## src/rtl/fft_in_framer_pkg.sv

```systemverilog
// fft_in_framer_pkg: shared widths, ldn limits, framing states and sign-bit helper.
package fft_in_framer_pkg;
  localparam int MAN_W = 16;
  localparam int EXP_W = 6;
  localparam int SH_W = $clog2(MAN_W);
  localparam int CNT_W = 11;
  localparam logic [3:0] LDN_MIN = 4'd2;
  localparam logic [3:0] LDN_MAX = 4'd11;
  typedef enum logic {IDLE, RUN} state_t;
  function automatic logic [3:0] clamp_ldn(input logic [3:0] l);
    return l < LDN_MIN ? LDN_MIN : l > LDN_MAX ? LDN_MAX : l;
  endfunction
  // count of bits below the MSB that still equal the sign bit
  function automatic logic [SH_W-1:0] sign_bits(input logic [MAN_W-1:0] x);
    logic run;
    run = 1'b1;
    sign_bits = '0;
    for (int i = MAN_W - 2; i >= 0; i--) begin
      run = run & (x[i] == x[MAN_W-1]);
      sign_bits = sign_bits + SH_W'(run);
    end
  endfunction
endpackage

```

## src/rtl/fft_in_framer_if.sv

```systemverilog
// fft_in_framer_if: raw sample stream in, normalised block-floating-point stream out.
interface fft_in_framer_if #(parameter int IN_WIDTH = 16);
  import fft_in_framer_pkg::*;
  logic din_val;
  logic din_sop;
  logic signed [IN_WIDTH-1:0] din_real;
  logic signed [IN_WIDTH-1:0] din_imag;
  logic [3:0] ldn_req;
  logic block_sync;
  logic stage_sync;
  logic data_val;
  logic signed [MAN_W-1:0] data_real;
  logic signed [MAN_W-1:0] data_imag;
  logic signed [EXP_W-1:0] data_exp;
  logic [3:0] ldn_rg;
  logic sync_err;
  modport master(
    output din_val, din_sop, din_real, din_imag, ldn_req,
    input block_sync, stage_sync, data_val, data_real, data_imag, data_exp, ldn_rg, sync_err
  );
  modport slave(
    input din_val, din_sop, din_real, din_imag, ldn_req,
    output block_sync, stage_sync, data_val, data_real, data_imag, data_exp, ldn_rg, sync_err
  );
endinterface

```

## src/rtl/fft_in_framer_lsd_norm.sv

```systemverilog
// fft_lsd_norm: common leading-sign normalisation of one complex sample.
module fft_lsd_norm
  import fft_in_framer_pkg::*;
(
  input  logic signed [MAN_W-1:0] re,
  input  logic signed [MAN_W-1:0] im,
  output logic signed [MAN_W-1:0] re_n,
  output logic signed [MAN_W-1:0] im_n,
  output logic signed [EXP_W-1:0] ex
);
  logic [SH_W-1:0] sr, si, s;
  always_comb begin
    sr = sign_bits(re);
    si = sign_bits(im);
    s = sr < si ? sr : si;
    re_n = re <<< s;
    im_n = im <<< s;
    ex = (re == '0 && im == '0) ? '0 : -EXP_W'(s);
  end
endmodule

```

## src/rtl/fft_in_framer.sv

```systemverilog
// fft_in_framer: frames a complex sample stream into 2^ldn blocks and normalises each sample.
module fft_in_framer
  import fft_in_framer_pkg::*;
(
  input logic clk_sys,
  input logic rst_sys,
  fft_in_framer_if.slave bus
);
  state_t state, state_nx;
  logic [CNT_W-1:0] cnt, cnt_nx, idx;
  logic [3:0] ldn_lat, ldn_nx, ldn1;
  logic restart, acc, last, v1, f1, e1;
  logic signed [MAN_W-1:0] re1, im1, re_n, im_n;
  logic signed [EXP_W-1:0] ex_n;
  // a sop always restarts the block; in RUN it means the previous block was cut short
  always_comb begin
    restart = bus.din_val & bus.din_sop;
    acc = bus.din_val & (restart | state == RUN);
    ldn_nx = restart ? clamp_ldn(bus.ldn_req) : ldn_lat;
    idx = restart ? '0 : cnt;
    last = idx == CNT_W'((12'd1 << ldn_nx) - 12'd1);
    state_nx = acc ? (last ? IDLE : RUN) : state;
    cnt_nx = acc ? (last ? '0 : idx + CNT_W'(1)) : cnt;
  end
  always_ff @(posedge clk_sys or posedge rst_sys) begin
    if (rst_sys) begin
      state <= IDLE;
      cnt <= '0;
      ldn_lat <= LDN_MIN;
      v1 <= 1'b0;
      f1 <= 1'b0;
      e1 <= 1'b0;
      ldn1 <= LDN_MIN;
      re1 <= '0;
      im1 <= '0;
    end else begin
      state <= state_nx;
      cnt <= cnt_nx;
      ldn_lat <= ldn_nx;
      v1 <= acc;
      f1 <= restart;
      e1 <= restart & (state == RUN);
      if (acc) begin
        re1 <= MAN_W'(bus.din_real);
        im1 <= MAN_W'(bus.din_imag);
        ldn1 <= ldn_nx;
      end
    end
  end
  fft_lsd_norm u_norm (.re(re1), .im(im1), .re_n(re_n), .im_n(im_n), .ex(ex_n));
  always_ff @(posedge clk_sys or posedge rst_sys) begin
    if (rst_sys) begin
      bus.data_val <= 1'b0;
      bus.block_sync <= 1'b0;
      bus.stage_sync <= 1'b0;
      bus.sync_err <= 1'b0;
      bus.data_real <= '0;
      bus.data_imag <= '0;
      bus.data_exp <= '0;
      bus.ldn_rg <= LDN_MIN;
    end else begin
      bus.data_val <= v1;
      bus.block_sync <= f1;
      bus.stage_sync <= f1;
      bus.sync_err <= e1;
      if (v1) begin
        bus.data_real <= re_n;
        bus.data_imag <= im_n;
        bus.data_exp <= ex_n;
        bus.ldn_rg <= ldn1;
      end
    end
  end
endmodule

```

## src/flat_wrapper.sv

```systemverilog
// flat-port wrapper written by rule: the top's interface ports become plain ports
module fft_in_framer_flat import fft_in_framer_pkg::*;
  (clk_sys, rst_sys, bus_din_val, bus_din_sop, bus_din_real, bus_din_imag, bus_ldn_req, bus_block_sync, bus_stage_sync, bus_data_val, bus_data_real, bus_data_imag, bus_data_exp, bus_ldn_rg, bus_sync_err);
  fft_in_framer_if #(.IN_WIDTH(16)) bus_i ();
  input logic clk_sys;
  input logic rst_sys;
  input wire logic [$bits(bus_i.din_val)-1:0] bus_din_val;
  input wire logic [$bits(bus_i.din_sop)-1:0] bus_din_sop;
  input wire logic [$bits(bus_i.din_real)-1:0] bus_din_real;
  input wire logic [$bits(bus_i.din_imag)-1:0] bus_din_imag;
  input wire logic [$bits(bus_i.ldn_req)-1:0] bus_ldn_req;
  output wire logic [$bits(bus_i.block_sync)-1:0] bus_block_sync;
  output wire logic [$bits(bus_i.stage_sync)-1:0] bus_stage_sync;
  output wire logic [$bits(bus_i.data_val)-1:0] bus_data_val;
  output wire logic [$bits(bus_i.data_real)-1:0] bus_data_real;
  output wire logic [$bits(bus_i.data_imag)-1:0] bus_data_imag;
  output wire logic [$bits(bus_i.data_exp)-1:0] bus_data_exp;
  output wire logic [$bits(bus_i.ldn_rg)-1:0] bus_ldn_rg;
  output wire logic [$bits(bus_i.sync_err)-1:0] bus_sync_err;
  assign bus_i.din_val = bus_din_val;
  assign bus_i.din_sop = bus_din_sop;
  assign bus_i.din_real = bus_din_real;
  assign bus_i.din_imag = bus_din_imag;
  assign bus_i.ldn_req = bus_ldn_req;
  assign bus_block_sync = bus_i.block_sync;
  assign bus_stage_sync = bus_i.stage_sync;
  assign bus_data_val = bus_i.data_val;
  assign bus_data_real = bus_i.data_real;
  assign bus_data_imag = bus_i.data_imag;
  assign bus_data_exp = bus_i.data_exp;
  assign bus_ldn_rg = bus_i.ldn_rg;
  assign bus_sync_err = bus_i.sync_err;
  fft_in_framer u_core (.clk_sys(clk_sys), .rst_sys(rst_sys), .bus(bus_i));
endmodule
```

## config.mk

```make
export PLATFORM = sky130hd
export DESIGN_NAME = fft_in_framer_flat
export DESIGN_NICKNAME = d
export VERILOG_FILES = /design/src/rtl/fft_in_framer_pkg.sv /design/src/rtl/fft_in_framer_if.sv /design/src/rtl/fft_in_framer_lsd_norm.sv /design/src/rtl/fft_in_framer.sv /design/src/flat_wrapper.sv
export SDC_FILE = /design/constraint.sdc
export NUM_CORES = 1
export LEC_CHECK = 0
export BUFFER_PORTS_ARGS = -buffer_cell sky130_fd_sc_hd__buf_2
export CAP_MARGIN = 10
export CORE_MARGIN = 10
export CORE_UTILIZATION = 35
export DETAILED_ROUTE_END_ITERATION = 10
export GPL_TIMING_DRIVEN = 0
export PLACE_DENSITY = 0.6
export SLEW_MARGIN = 20
export SYNTH_ARGS = -nofsm -noshare
export SYNTH_HDL_FRONTEND = slang
export SYNTH_SLANG_ARGS = --single-unit
export TNS_END_PERCENT = 1
```

## constraint.sdc

```tcl
create_clock -name clk_sys -period 11.5 [get_ports clk_sys]
set_input_delay 1.15 -clock clk_sys [delete_from_list [all_inputs] [get_ports clk_sys]]
set_output_delay 1.15 -clock clk_sys [all_outputs]
set_load 0.02 [all_outputs]
```

## Yosys cells after proc, flatten, opt, wreduce, memory -nomap -nowiden

Index checks and enable logic that the tools add are counted.

- Register bits after elaboration: 100
- Bits of input ports: 40
- Output and inout port bits: 46
- Word-level logic and storage cells: 127

- Add/sub/neg operators: 31
- Order comparisons: 3
- Equality and inequality tests: 31
- Shifts and indexed selects: 3
- Muxes and demuxes: 8
- Bitwise operators: 32
- Reduce and logical (&&, ||, !) cells: 3

Operator list:

| operator | number |
|---|---|
| 4-bit by 1-bit adder with 4-bit output | 22 |
| 16-bit logical NOT | 2 |
| 16-bit by 4-bit <<< shifter with 16-bit output | 2 |
| 1-bit AND | 31 |
| 1-bit == test | 30 |
| 11-bit 2-to-1 mux | 2 |
| 4-bit 2-to-1 mux | 4 |
| 11-bit by 1-bit adder with 11-bit output, second input constant | 1 |
| 11-bit == test | 1 |
| 1-bit by 4-bit left shift with 11-bit output, first input constant | 1 |
| 11-bit by 1-bit subtractor with 11-bit output, second input constant | 1 |
| 3-bit by 1-bit adder with 4-bit output | 2 |
| 2-bit by 1-bit adder with 3-bit output | 2 |
| 6-bit 2-to-1 mux | 1 |
| 4-bit negator with 6-bit output | 1 |
| 1-bit by 1-bit adder with 2-bit output | 2 |
| 4-bit greater-than comparator, second input constant | 1 |
| 4-bit by 2-bit less-than comparator with 1-bit output, second input constant | 1 |
| 4-bit less-than comparator | 1 |
| 1-bit logical AND | 1 |
| 1-bit 2-to-1 mux | 1 |
| 1-bit OR | 1 |

## Depth between registers and ports, before layout

- Depth in word-level cells: 20
- Depth in mapped cells: 31

## Hierarchy

Synthesis repeated with hierarchy kept, for this count alone.

- Cells, all modules: 806
- Area total of the unflattened synthesis: 7302.0 µm²

Modules (own cells, without submodules):

| module | times used | cells each | area each (µm²) |
|---|---|---|---|
| fft_in_framer | 1 | 455 | 4730.8 |
| fft_lsd_norm | 1 | 351 | 2571.2 |

## Worst setup path after synthesis

Ideal clock, no wire load.

- Kind: register to register
- From: register u_core.im1[15]
- To: register u_core.bus.data_imag[15]
- Library setup time: 0.119 ns
- Arrival: 6.937 ns
- Slack: 4.444 ns
- Stages on the path, launching flop included: 31
- Path buffers: 4
- Cells stage by stage: dfrtp_1 -> clkbuf_1 -> clkbuf_1 -> inv_1 -> ha_1 -> a21o_1 -> inv_1 -> o211ai_1 -> a21oi_1 -> inv_1 -> fa_1 -> inv_1 -> fa_1 -> inv_1 -> fa_1 -> inv_1 -> fa_1 -> fa_1 -> inv_1 -> fa_1 -> ha_1 -> inv_1 -> o21ai_1 -> nand3_1 -> nand2_1 -> buf_2 -> buf_2 -> mux4_2 -> nand2_1 -> o21ai_0 -> a21bo_2

- Word-level cells in the longest chain between the ends: 19
- Elaborated cells on any way between the ends: 46
- Those cells by class: 14 x add/sub; 1 x order compare; 15 x eq/ne; 1 x shift; 1 x mux; 14 x bitwise

RTL lines:

| element | line | text |
|---|---|---|
| start: declaration | fft_in_framer.sv:13 | `logic signed [MAN_W-1:0] re1, im1, re_n, im_n;` |
| start signal: assignment | fft_in_framer.sv:45 | `im1 <= MAN_W'(bus.din_imag);` |
| 1-bit == test | fft_in_framer_pkg.sv:19 | `run = run & (x[i] == x[MAN_W-1]);` |
| 1-bit AND | fft_in_framer_pkg.sv:19 |  |
| 1-bit by 1-bit adder with 2-bit output or 1-bit AND (tied branches) | fft_in_framer_pkg.sv:20, fft_in_framer_pkg.sv:19 |  |
| 2-bit by 1-bit adder with 3-bit output or 1-bit AND (tied branches) | fft_in_framer_pkg.sv:20, fft_in_framer_pkg.sv:19 |  |
| 3-bit by 1-bit adder with 4-bit output or 1-bit AND (tied branches) | fft_in_framer_pkg.sv:20, fft_in_framer_pkg.sv:19 |  |
| 4-bit by 1-bit adder with 4-bit output or 1-bit AND (tied branches) (10 in series) | fft_in_framer_pkg.sv:20, fft_in_framer_pkg.sv:19 |  |
| 4-bit by 1-bit adder with 4-bit output | fft_in_framer_pkg.sv:20 | `sign_bits = sign_bits + SH_W'(run);` |
| 4-bit less-than comparator | fft_in_framer_lsd_norm.sv:15 | `s = sr < si ? sr : si;` |
| 4-bit 2-to-1 mux | fft_in_framer_lsd_norm.sv:15 |  |
| 16-bit by 4-bit <<< shifter with 16-bit output * | fft_in_framer_lsd_norm.sv:17 | `im_n = im <<< s;` |
| end signal: assignment | fft_in_framer.sv:68 | `bus.data_imag <= im_n;` |
| end: declaration | fft_in_framer_if.sv:23 | `output block_sync, stage_sync, data_val, data_real, data_imag, data_exp, ldn_rg, sync_err` |

Mark *: on every way between the ends. The rest lies on a longest branch, timed or not.
A chain may end at the register's enable or synchronous reset.

## Worst setup path in the final report

Same ends and word-level chain as after synthesis.

==> impl_metrics.yaml <==
status:
  status: "finished clean"
yosys:
  yosys-top-cells-area: "dfrtp_1, mux2i_1, nand2_1, fa_1, inv_1"
  synth_cell_types: 74
  netlist_area_sq_um: 7060
  ys_async_sr_fraction: 1.00
  synthCells: 822
  synth-edff-count: 0
  synth.avg_cell_area_sq_um: 8.59
  ys_seq_elements: 100
  syn_nets: 890
  yosys_warnings: 0
  yosysTopAreaCell: "dfrtp_1"
  yosysTopAreaCellShare: 0.344
  ys.flop_type: "dfrtp_1"
  ys_seq_area_frac: 0.355
routing:
  drtPass1Iterations: 6
  drt-total-wl_microns: 21300
  routed_via_density: 5.33
  drt_iter0_markers: 447
  ant_nets: 0
  drc: 0
  vias: 6326
  avgRoutedWirePerCell_microns: 17.9
clock_tree:
  cts_tree: "yes"
  postCtsSetupBuffers: 0
  cts_buffers: 9
  clock_path_buffers: 2
  root_buffer: "clkbuf_16"
  ctsResizeCount: 0
  insertion_delay_ns: 0.35
  cts.htree.levels: 3
  cts_sinks: 100
  clk_pin_slew_ns: 0.07
  cts_hold_buf: 0
global_routing:
  grt-busiest-layer: "met2"
  gr-usage-all-layers: 0.161
  overflow: 0
  grt.met2_usage: 0.278
  grt_antenna_before_repair: 0
  met3_usage: 0.0319
  grt_pass1_wl_microns: 34200
  grt_pass1_vias: 6401
  grt_use_met1: 0.199
  grt_max_degree: 55
timing:
  rsz0062_at_grt: "no"
  max_slew_margin: 0.460
  report.final.slew_viol_count: 0
  fin_crit_ns: 8.23
  hold_viol_final: 0
  finalClockSkew_ns: 0.00529
  tns_ns: 0
  tightest_slew_ns: 0.801
  fmax_ghz: 0.121
  setup_violations: 0
  period_share: 0.716
final_layout:
  utilization: 0.415
  fillers: 2075
  antennaDiodeCount: 0
  area_delta_synth_final_pct: 15.4
  layout.nets: 985
  drive_above_1_share: 0.169
pwr:
  ir_drop_uv: 116
  leakage_uw: 0.00377
  power_per_cell_area_nw_per_um2: 274
floorplanning:
  start_util: 0.359
  io_pins: 86
  die_h_microns: 162
  dieArea_sq_um: 26300
  core_sq_um: 19700
  chipWidth_microns: 162
  fp-row-count: 51
critical_path:
  crit_top_cell: "inv_1"
  arrival_ns: 8.48
  endpoint_kind: "flip-flop"
  worstSetupStartpointType: "flip-flop"
  path_max_fanout: 10
  worstSetupPathType: "flip-flop to flip-flop"
  crit_required_ns: 11.75
  cp_slowest_cell: "fa_1"
  critPathTopFamily: "adder cells"
  path_buf_inv: 12
  cpPeakStageDelay_ns: 0.49
placement:
  dp_hpwl_microns: 16200
  gp_congestion: 0.940
  port_buffers: 83
run:
  maxCapViolations: 0
min_path:
  hp-class: "flip-flop to flip-flop"
[per-layer routing]
metal,wire [microns],up-vias
li1,-,3066
met3,1130,16
met1,9170,3047
met4,293,0
met5,0,-
met2,10700,197
[cells by family (layout without fill, tap and decap cells)]
logic type / Yosys count / count (layout) / synth area share
compound gates: 176 / 176 / 0.171
mux: 68 / 68 / 0.107
buf+inv: 133 / 233 / 0.0758
fa+ha+maj: 28 / 28 / 0.0666
simple gates: 297 / 297 / 0.200
flops: 100 / 100 / 0.355
xor+xnor: 20 / 20 / 0.0248
[cells in the mapped netlist, types with 4 or more instances]
cell type and number:
nor4_1 7, nand4_1 8, a41oi_1 4, o21ai_0 35, buf_1 5, o32ai_1 4
nand3_1 32, o22ai_1 20, mux2_2 11, o21ai_1 6, nor3b_1 5, clkbuf_1 39
inv_1 69, and3_1 12, xor2_1 11, o221ai_1 5, o21a_1 4, fa_1 16
nand2_1 127, dfrtp_1 97, a211oi_1 7, mux2i_1 52, nor2b_1 8, nand2b_1 11
or2_2 4, nor2_1 40, a22oi_1 7, a21o_1 8, or3_1 9, mux4_2 5
buf_2 14, a21oi_1 38, ha_1 12, nor3_1 21, xnor2_1 9
[final timing paths]
check / start / end / slack (ns) / cells past startpoint
max reg2reg: u_core.im1[15] / u_core.bus.data_imag[15] / 3.27 / 30
min reg2reg: u_core.e1 / u_core.bus.sync_err / 0.35 / 0
min in group asynchronous: rst_sys / u_core.ldn_lat[0] / 0.84 / 2
min: u_core.e1 / u_core.bus.sync_err / 0.35 / 0
max: u_core.im1[15] / u_core.bus.data_imag[15] / 3.27 / 30
max in group asynchronous: rst_sys / u_core.bus.ldn_rg[1] / 10.01 / 3
[cell usage in the layout (no fill, tap or decap), drive strengths merged, types with 7 or more instances in the layout]
cell type | netlist | final
nand2 | 128 | 128
dfrtp | 97 | 97
inv | 70 | 73
xnor2 | 9 | 9
mux2i | 52 | 52
nor3 | 21 | 21
nand2b | 11 | 11
o21ai | 41 | 41
and3 | 12 | 12
nand3 | 32 | 32
fa | 16 | 16
nor4 | 7 | 7
buf | 22 | 106
nor2 | 41 | 41
nand4 | 8 | 8
nor2b | 8 | 8
a21oi | 38 | 38
a211oi | 7 | 7
clkbuf | 40 | 50
a22oi | 7 | 7
ha | 12 | 12
or3 | 9 | 9
o22ai | 20 | 20
a21o | 8 | 8
xor2 | 11 | 11
mux2 | 11 | 11
[registers in the layout, indices dropped and copies added, names as in the netlist]
signal,count
u_core.cnt,11
u_core.bus.sync_err,1
u_core.bus.ldn_rg,4
u_core.v1,1
u_core.f1,1
u_core.ldn1,4
u_core.ldn_lat,4
u_core.re1,16
u_core.im1,16
u_core.bus.data_val,1
u_core.state,1
u_core.bus.data_imag,16
u_core.bus.data_real,16
u_core.bus.block_sync,1
u_core.e1,1
u_core.bus.data_exp,6
[stage by stage]
stage	instances	worst slack (ns)	total power, uW	hold slack, ns	instance area, sq um
global placement	1170	3.47	1900	0.337	7810
detailed placement	1171	3.39	1910	0.337	7850
CTS	1187	3.35	2220	0.350	8150
floorplan	822	4.44	1530	0.331	7060
global route	1187	2.70	2380	0.349	8150
finish	1187	3.27	2230	0.346	8150
[layout make-up]
cell class / instances / area [sq um] / share of cell area
flip-flops and latches: 100 / 2510 / 0.308
inverters: 71 / 274 / 0.0336
well taps: 265 / 332 / 0.0407
repair buffers: 84 / 443 / 0.0544
plain buffers: 62 / 267 / 0.0327
multi-input cells: 589 / 4030 / 0.494
clock buffers: 10 / 229 / 0.0281
clock inverters: 6 / 68.8 / 0.00845
[where the power goes]
group          switching, uW  internal, uW  leakage, uW
Clock                    139           171     0.000144
Sequential              59.7           450      0.00124
Combinational            872           541      0.00239
Power figures use the tool's default switching activity.
